File: src/rtl/shift_derecha_secuencial_if.sv
// Request/result bundle for the multi-cycle right shifter.
//   Inicio     : start request, only looked at while the shifter is idle
//   Original   : 32-bit operand, captured on accept
//   Cantidad   : shift amount 0..31, captured on accept
//   Aritmetico : 1 = SRA (sign fill), 0 = SRL (zero fill), captured on accept
//   Nuevo      : result register, held until the next accept
//   Listo      : one-cycle done pulse
//   Ocupado    : operation in progress
// master = requester (ALU side), slave = shifter.
interface shift_derecha_secuencial_if;
  logic        Inicio;
  logic [31:0] Original;
  logic [4:0]  Cantidad;
  logic        Aritmetico;
  logic [31:0] Nuevo;
  logic        Listo;
  logic        Ocupado;

  modport master (
    output Inicio, Original, Cantidad, Aritmetico,
    input  Nuevo, Listo, Ocupado
  );

  modport slave (
    input  Inicio, Original, Cantidad, Aritmetico,
    output Nuevo, Listo, Ocupado
  );
endinterface

File: src/rtl/shift_derecha_secuencial.sv
// Multi-cycle 32-bit right shifter (SRL / SRA).
// Accepts an operand, a 5-bit amount and a mode on Inicio while idle, then
// shifts one bit per cycle until the amount is used up and pulses Listo.
// Ports:
//   clk   : rising-edge clock
//   reset : asynchronous, active-high reset
//   bus   : shift_derecha_secuencial_if.slave (request in, result/status out)
// Build option:
//   SHIFT_DERECHA_RAPIDO_EN : when defined, shift by 4 per cycle while at
//   least 4 positions remain, then finish 1 bit at a time. Results are
//   identical, only latency changes.
module shift_derecha_secuencial (
  input  logic                           clk,
  input  logic                           reset,
  shift_derecha_secuencial_if.slave      bus
);

  typedef enum logic [1:0] {IDLE, SHIFT, DONE} state_t;

  state_t      state, state_n;
  logic [31:0] nuevo, nuevo_n;
  logic [4:0]  cnt, cnt_n;
  logic        arit, arit_n;
  logic        listo, ocupado;
  logic        fill;

  // Sign fill comes from the current MSB; since every step refills with that
  // same bit, the original sign is preserved across iterations.
  assign fill = arit & nuevo[31];

  always_comb begin
    state_n = state;
    nuevo_n = nuevo;
    cnt_n   = cnt;
    arit_n  = arit;
    case (state)
      IDLE: begin
        if (bus.Inicio) begin
          nuevo_n = bus.Original;
          cnt_n   = bus.Cantidad;
          arit_n  = bus.Aritmetico;
          state_n = (bus.Cantidad == 5'd0) ? DONE : SHIFT;
        end
      end
      SHIFT: begin
`ifdef SHIFT_DERECHA_RAPIDO_EN
        if (cnt >= 5'd4) begin
          nuevo_n = {{4{fill}}, nuevo[31:4]};
          cnt_n   = cnt - 5'd4;
        end else begin
          nuevo_n = {fill, nuevo[31:1]};
          cnt_n   = cnt - 5'd1;
        end
`else
        nuevo_n = {fill, nuevo[31:1]};
        cnt_n   = cnt - 5'd1;
`endif
        if (cnt_n == 5'd0) state_n = DONE;
      end
      DONE:    state_n = IDLE;
      default: state_n = IDLE;
    endcase
  end

  always_ff @(posedge clk or posedge reset) begin
    if (reset) begin
      state <= IDLE;
      nuevo <= '0;
      cnt   <= '0;
      arit  <= 1'b0;
    end else begin
      state <= state_n;
      nuevo <= nuevo_n;
      cnt   <= cnt_n;
      arit  <= arit_n;
    end
  end

  // Status flags are registered from the next state so they line up with
  // the state they describe without any input-to-output path.
  always_ff @(posedge clk or posedge reset) begin
    if (reset) begin
      listo   <= 1'b0;
      ocupado <= 1'b0;
    end else begin
      listo   <= (state_n == DONE);
      ocupado <= (state_n != IDLE);
    end
  end

  assign bus.Nuevo   = nuevo;
  assign bus.Listo   = listo;
  assign bus.Ocupado = ocupado;

endmodule
File: src/flat_wrapper.sv
// flat-port wrapper written by rule: the top's interface ports become plain ports
module shift_derecha_secuencial_flat 
  (clk, reset, bus_Inicio, bus_Original, bus_Cantidad, bus_Aritmetico, bus_Nuevo, bus_Listo, bus_Ocupado);
  shift_derecha_secuencial_if bus_i ();
  input  logic clk;
  input  logic reset;
  input wire logic [$bits(bus_i.Inicio)-1:0] bus_Inicio;
  input wire logic [$bits(bus_i.Original)-1:0] bus_Original;
  input wire logic [$bits(bus_i.Cantidad)-1:0] bus_Cantidad;
  input wire logic [$bits(bus_i.Aritmetico)-1:0] bus_Aritmetico;
  output wire logic [$bits(bus_i.Nuevo)-1:0] bus_Nuevo;
  output wire logic [$bits(bus_i.Listo)-1:0] bus_Listo;
  output wire logic [$bits(bus_i.Ocupado)-1:0] bus_Ocupado;
  assign bus_i.Inicio = bus_Inicio;
  assign bus_i.Original = bus_Original;
  assign bus_i.Cantidad = bus_Cantidad;
  assign bus_i.Aritmetico = bus_Aritmetico;
  assign bus_Nuevo = bus_i.Nuevo;
  assign bus_Listo = bus_i.Listo;
  assign bus_Ocupado = bus_i.Ocupado;
  shift_derecha_secuencial u_core (.clk(clk), .reset(reset), .bus(bus_i));
endmodule
File: config.mk
export PLATFORM = sky130hd
export DESIGN_NAME = shift_derecha_secuencial_flat
export DESIGN_NICKNAME = d
export VERILOG_FILES = /design/src/rtl/shift_derecha_secuencial_if.sv /design/src/rtl/shift_derecha_secuencial.sv /design/src/flat_wrapper.sv
export SDC_FILE = /design/constraint.sdc
export NUM_CORES = 1
export LEC_CHECK = 0
export CORE_MARGIN = 2
export CORE_UTILIZATION = 44
export CTS_BUF_LIST = sky130_fd_sc_hd__clkbuf_16
export CTS_CLUSTER_DIAMETER = 100
export CTS_CLUSTER_SIZE = 20
export DETAILED_ROUTE_END_ITERATION = 7
export GPL_TIMING_DRIVEN = 0
export HOLD_SLACK_MARGIN = 0.02
export PLACE_DENSITY = 0.85
export SLEW_MARGIN = 10
export SYNTH_ARGS = -nofsm -noshare
export SYNTH_HDL_FRONTEND = slang
export SYNTH_SLANG_ARGS = --single-unit
File: constraint.sdc
create_clock -name clk -period 1.8 [get_ports clk]
set_input_delay 0.27 -clock clk [delete_from_list [all_inputs] [get_ports clk]]
set_output_delay 0.27 -clock clk [all_outputs]
set_load 0.05 [all_outputs]
==> run_results.csv <==
group,metric,value,unit
power,power_density,1990,nW/µm²
worst_setup_path,critPathTopFamily,"buffers and inverters",
routing,vias,1920,
power,leakage,1.29,nW
routing,drt-total-wl,5140,µm
die,die_y,71.3,µm
worst_setup_path,crit_chain,"clkdlybuf4s50_1",
worst_setup_path,end_kind,"primary output",
finish,area_growth,48.5,%
worst_setup_path,worstPathArrival,1.49,ns
timing,worst_pin_slew,0.523,ns
routing,drt_first_pass_iters,4,
cts,htreeDepth,2,
timing,hold_violations,0,
run,maxCapViolCount,0,
worst_setup_path,crit_fanout,3,
logic_synthesis,synth_area,1990,µm²
worst_setup_path,critPathLaunchType,"flip-flop",
routing,antenna_left,0,
worst_setup_path,startpoint,"u_core.bus.Nuevo[11]",
power,max-vdd-ir-drop,0.974,mV
cts,clock-sinks,42,
logic_synthesis,postSynthNetCount,268,
routing,initialDrtViolationCount,163,
global_routing,grt_pass1_vias,1861,
finish,stdcell_count,360,
worst_setup_path,reg2reg_depth,5,
logic_synthesis,ys_seq_area_frac,0.528,
worst_hold_path,hp-class,"primary input to async pin",
timing,setup_viol,0,
logic_synthesis,avgSynthCellArea,8.85,µm²
cts,cts_tree,"done",
global_routing,grt_max_degree,28,
timing,max-slew-margin-rel,0.650,
routing,routedWlPerCell,14.3,µm
die,start_util,0.457,
die,dieArea,5080,µm²
worst_setup_path,r2r-end,"u_core.bus.Listo",
routing,drc,0,
die,ios,75,
finish,fin_area,2960,µm²
cts,clock_path_buffers,2,
timing,finalCritPeriodShare,0.978,
worst_setup_path,reg2reg_from,"u_core.cnt[0]",
die,core,4350,µm²
worst_setup_path,endpoint,"bus_Nuevo[11]",
cts,root_buffer,"clkbuf_16",
cts,numCtsBuffers,5,
die,fp.dieW,71.3,µm
placed_design,numPortBuffers,74,
worst_setup_path,crit_type,"flip-flop to primary output",
cts,post_cts_buffers,0,
timing,slew_viol_final,0,
logic_synthesis,synthCells,225,
global_routing,antenna_found_initial,0,
worst_setup_path,path_buf_inv,1,
placed_design,dp_hpwl,3660,µm
global_routing,grt.overflow.total,0,
finish,diodes,0,
finish,finish.utilization,0.679,
finish,final_nets,350,
logic_synthesis,yosysWarnings,0,
placed_design,dpl_cell_area,2820,µm²
timing,fin_skew,0.00771,ns
routing,viasPerCell,5.33,
worst_setup_path,cpPeakStageDelay,0.84,ns
worst_setup_path,required,1.53,ns
cts,clk_pin_slew,0.06,ns
global_routing,grt.total_usage,0.206,
logic_synthesis,post_synth_num_cell_types,30,
die,fp-row-count,24,
placed_design,globalplace.congestion,0.808,
global_routing,grt_pass1_wl,8420,µm
worst_setup_path,r2r_setup_slack,0.24,ns
outcome,outcome,"complete, no violations",
logic_synthesis,ys_seq_elements,42,
timing,rsz0062_at_grt,"no",
cts,insertion_delay,0.28,ns
finish,drive_gt1_frac,0.0909,
placed_design,dp_cells,352,
timing,period_needed,1.76,ns
timing,max_freq,568,MHz
worst_setup_path,critical_path_cell_count,1,
worst_setup_path,crit_slowest_cell,"clkdlybuf4s50_1",
## layout by cell type (no fill, tap or decap), types with 4 or more instances in the layout
master	count
a21oi_1	6
a31oi_1	30
buf_2	9
buf_4	4
clkbuf_16	5
clkdlybuf4s50_1	73
dfrtp_1	42
inv_1	5
nand2_1	63
nor2_1	32
o21ai_0	4
## cells by family after synthesis
| logic type | count (synthesis) | synth area share |
|---|---|---|
| adder cells (fa/ha/maj) | 2 | 0.0126 |
| XOR/XNOR | 2 | 0.00880 |
| AO/OA/AOI/OAI | 48 | 0.150 |
| flip-flops | 42 | 0.528 |
| multiplexers | 2 | 0.0107 |
| AND/OR/NAND/NOR | 110 | 0.240 |
| buffers and inverters | 19 | 0.0497 |
## sequential cells by signal, summed over array words and instances (netlist names)
| register | cells |
|---|---|
| u_core.arit | 1 |
| u_core.bus.Listo | 1 |
| u_core.bus.Nuevo | 32 |
| u_core.bus.Ocupado | 1 |
| u_core.cnt | 5 |
| u_core.state | 2 |
## synthesized netlist by cell type
cell type	number	area [µm²]
o2bb2ai_1	1	8.76
nor4b_2	1	15.0
and3b_1	1	8.76
a22o_1	3	26.3
ha_1	2	25.0
dfrtp_1	42	1050
nand2_1	63	236
a22oi_1	1	7.51
nor2_4	1	11.3
nor2_1	32	120
nor2_2	1	6.26
xor2_1	2	17.5
nor2b_1	1	6.26
o21ai_0	4	20.0
and2b_4	1	10.0
buf_4	4	30.0
a21oi_1	6	30.0
nand3_1	1	5.00
or4_1	1	7.51
nand3b_1	1	7.51
clkbuf_2	1	5.00
inv_1	5	18.8
a31oi_1	30	188
nor3b_1	2	15.0
o22ai_1	3	18.8
buf_2	9	45.0
mux2i_1	1	10.0
mux2_2	1	11.3
nand2b_1	3	18.8
nor3_2	1	10.0
## power by group
part	leakage, nW	switching (W)	internal [W]
Clock	0.0724	0.000345	0.000501
Sequential	0.476	0.000383	0.00139
Combinational	0.743	0.00211	0.00116
## through the flow
stage,setup TNS [ns],hold WS (ns),power [W],setup WS (ns)
final,0,0.279,0.00589,0.0400
after global routing,0,0.320,0.00621,0.00389
after CTS,0,0.288,0.00591,0.0367
after detailed placement,0,0.495,0.00506,0.0930
after global placement,-13.05,0.491,0.00498,-0.312
after floorplan,0,0.410,0.00395,0.431
## per-layer routing
| metal | GRT usage | up-vias | share of wire |
|---|---|---|---|
| met5 | 0 | - | 0 |
| met4 | 0.0776 | 0 | 0.017 |
| met3 | 0.0506 | 9 | 0.071 |
| met2 | 0.337 | 80 | 0.48 |
| met1 | 0.266 | 901 | 0.43 |
| li1 | - | 930 | - |
## final cells by class
| type | instances | area (µm²) |
|---|---|---|
| Fill cell | 337 | 1400 |
| Timing Repair Buffer | 75 | 763 |
| Clock inverter | 3 | 12.5 |
| Sequential cell | 42 | 1050 |
| Buffer | 14 | 80.1 |
| Inverter | 5 | 18.8 |
| Clock buffer | 5 | 125 |
| Tap cell | 52 | 65.1 |
| Multi-Input combinational cell | 164 | 841 |
## worst min-delay path by stage
stage,startpoint,end,slack (ns),cells after the start
final,reset,u_core.bus.Nuevo[11],0.28,2
after global routing,reset,u_core.bus.Nuevo[11],0.32,2
after CTS,reset,u_core.bus.Nuevo[11],0.29,2
after detailed placement,u_core.arit,u_core.arit,0.50,1
after global placement,u_core.arit,u_core.arit,0.49,1
after floorplan,bus_Original[31],u_core.bus.Nuevo[31],0.41,1
## repair_timing
item	in CTS	in global routing
hold buffers	0	0
resized for setup	0	1
hold endpoints to repair	0	0
setup endpoints to repair	0	1
No activity file was read; power rests on OpenSTA's default activity.
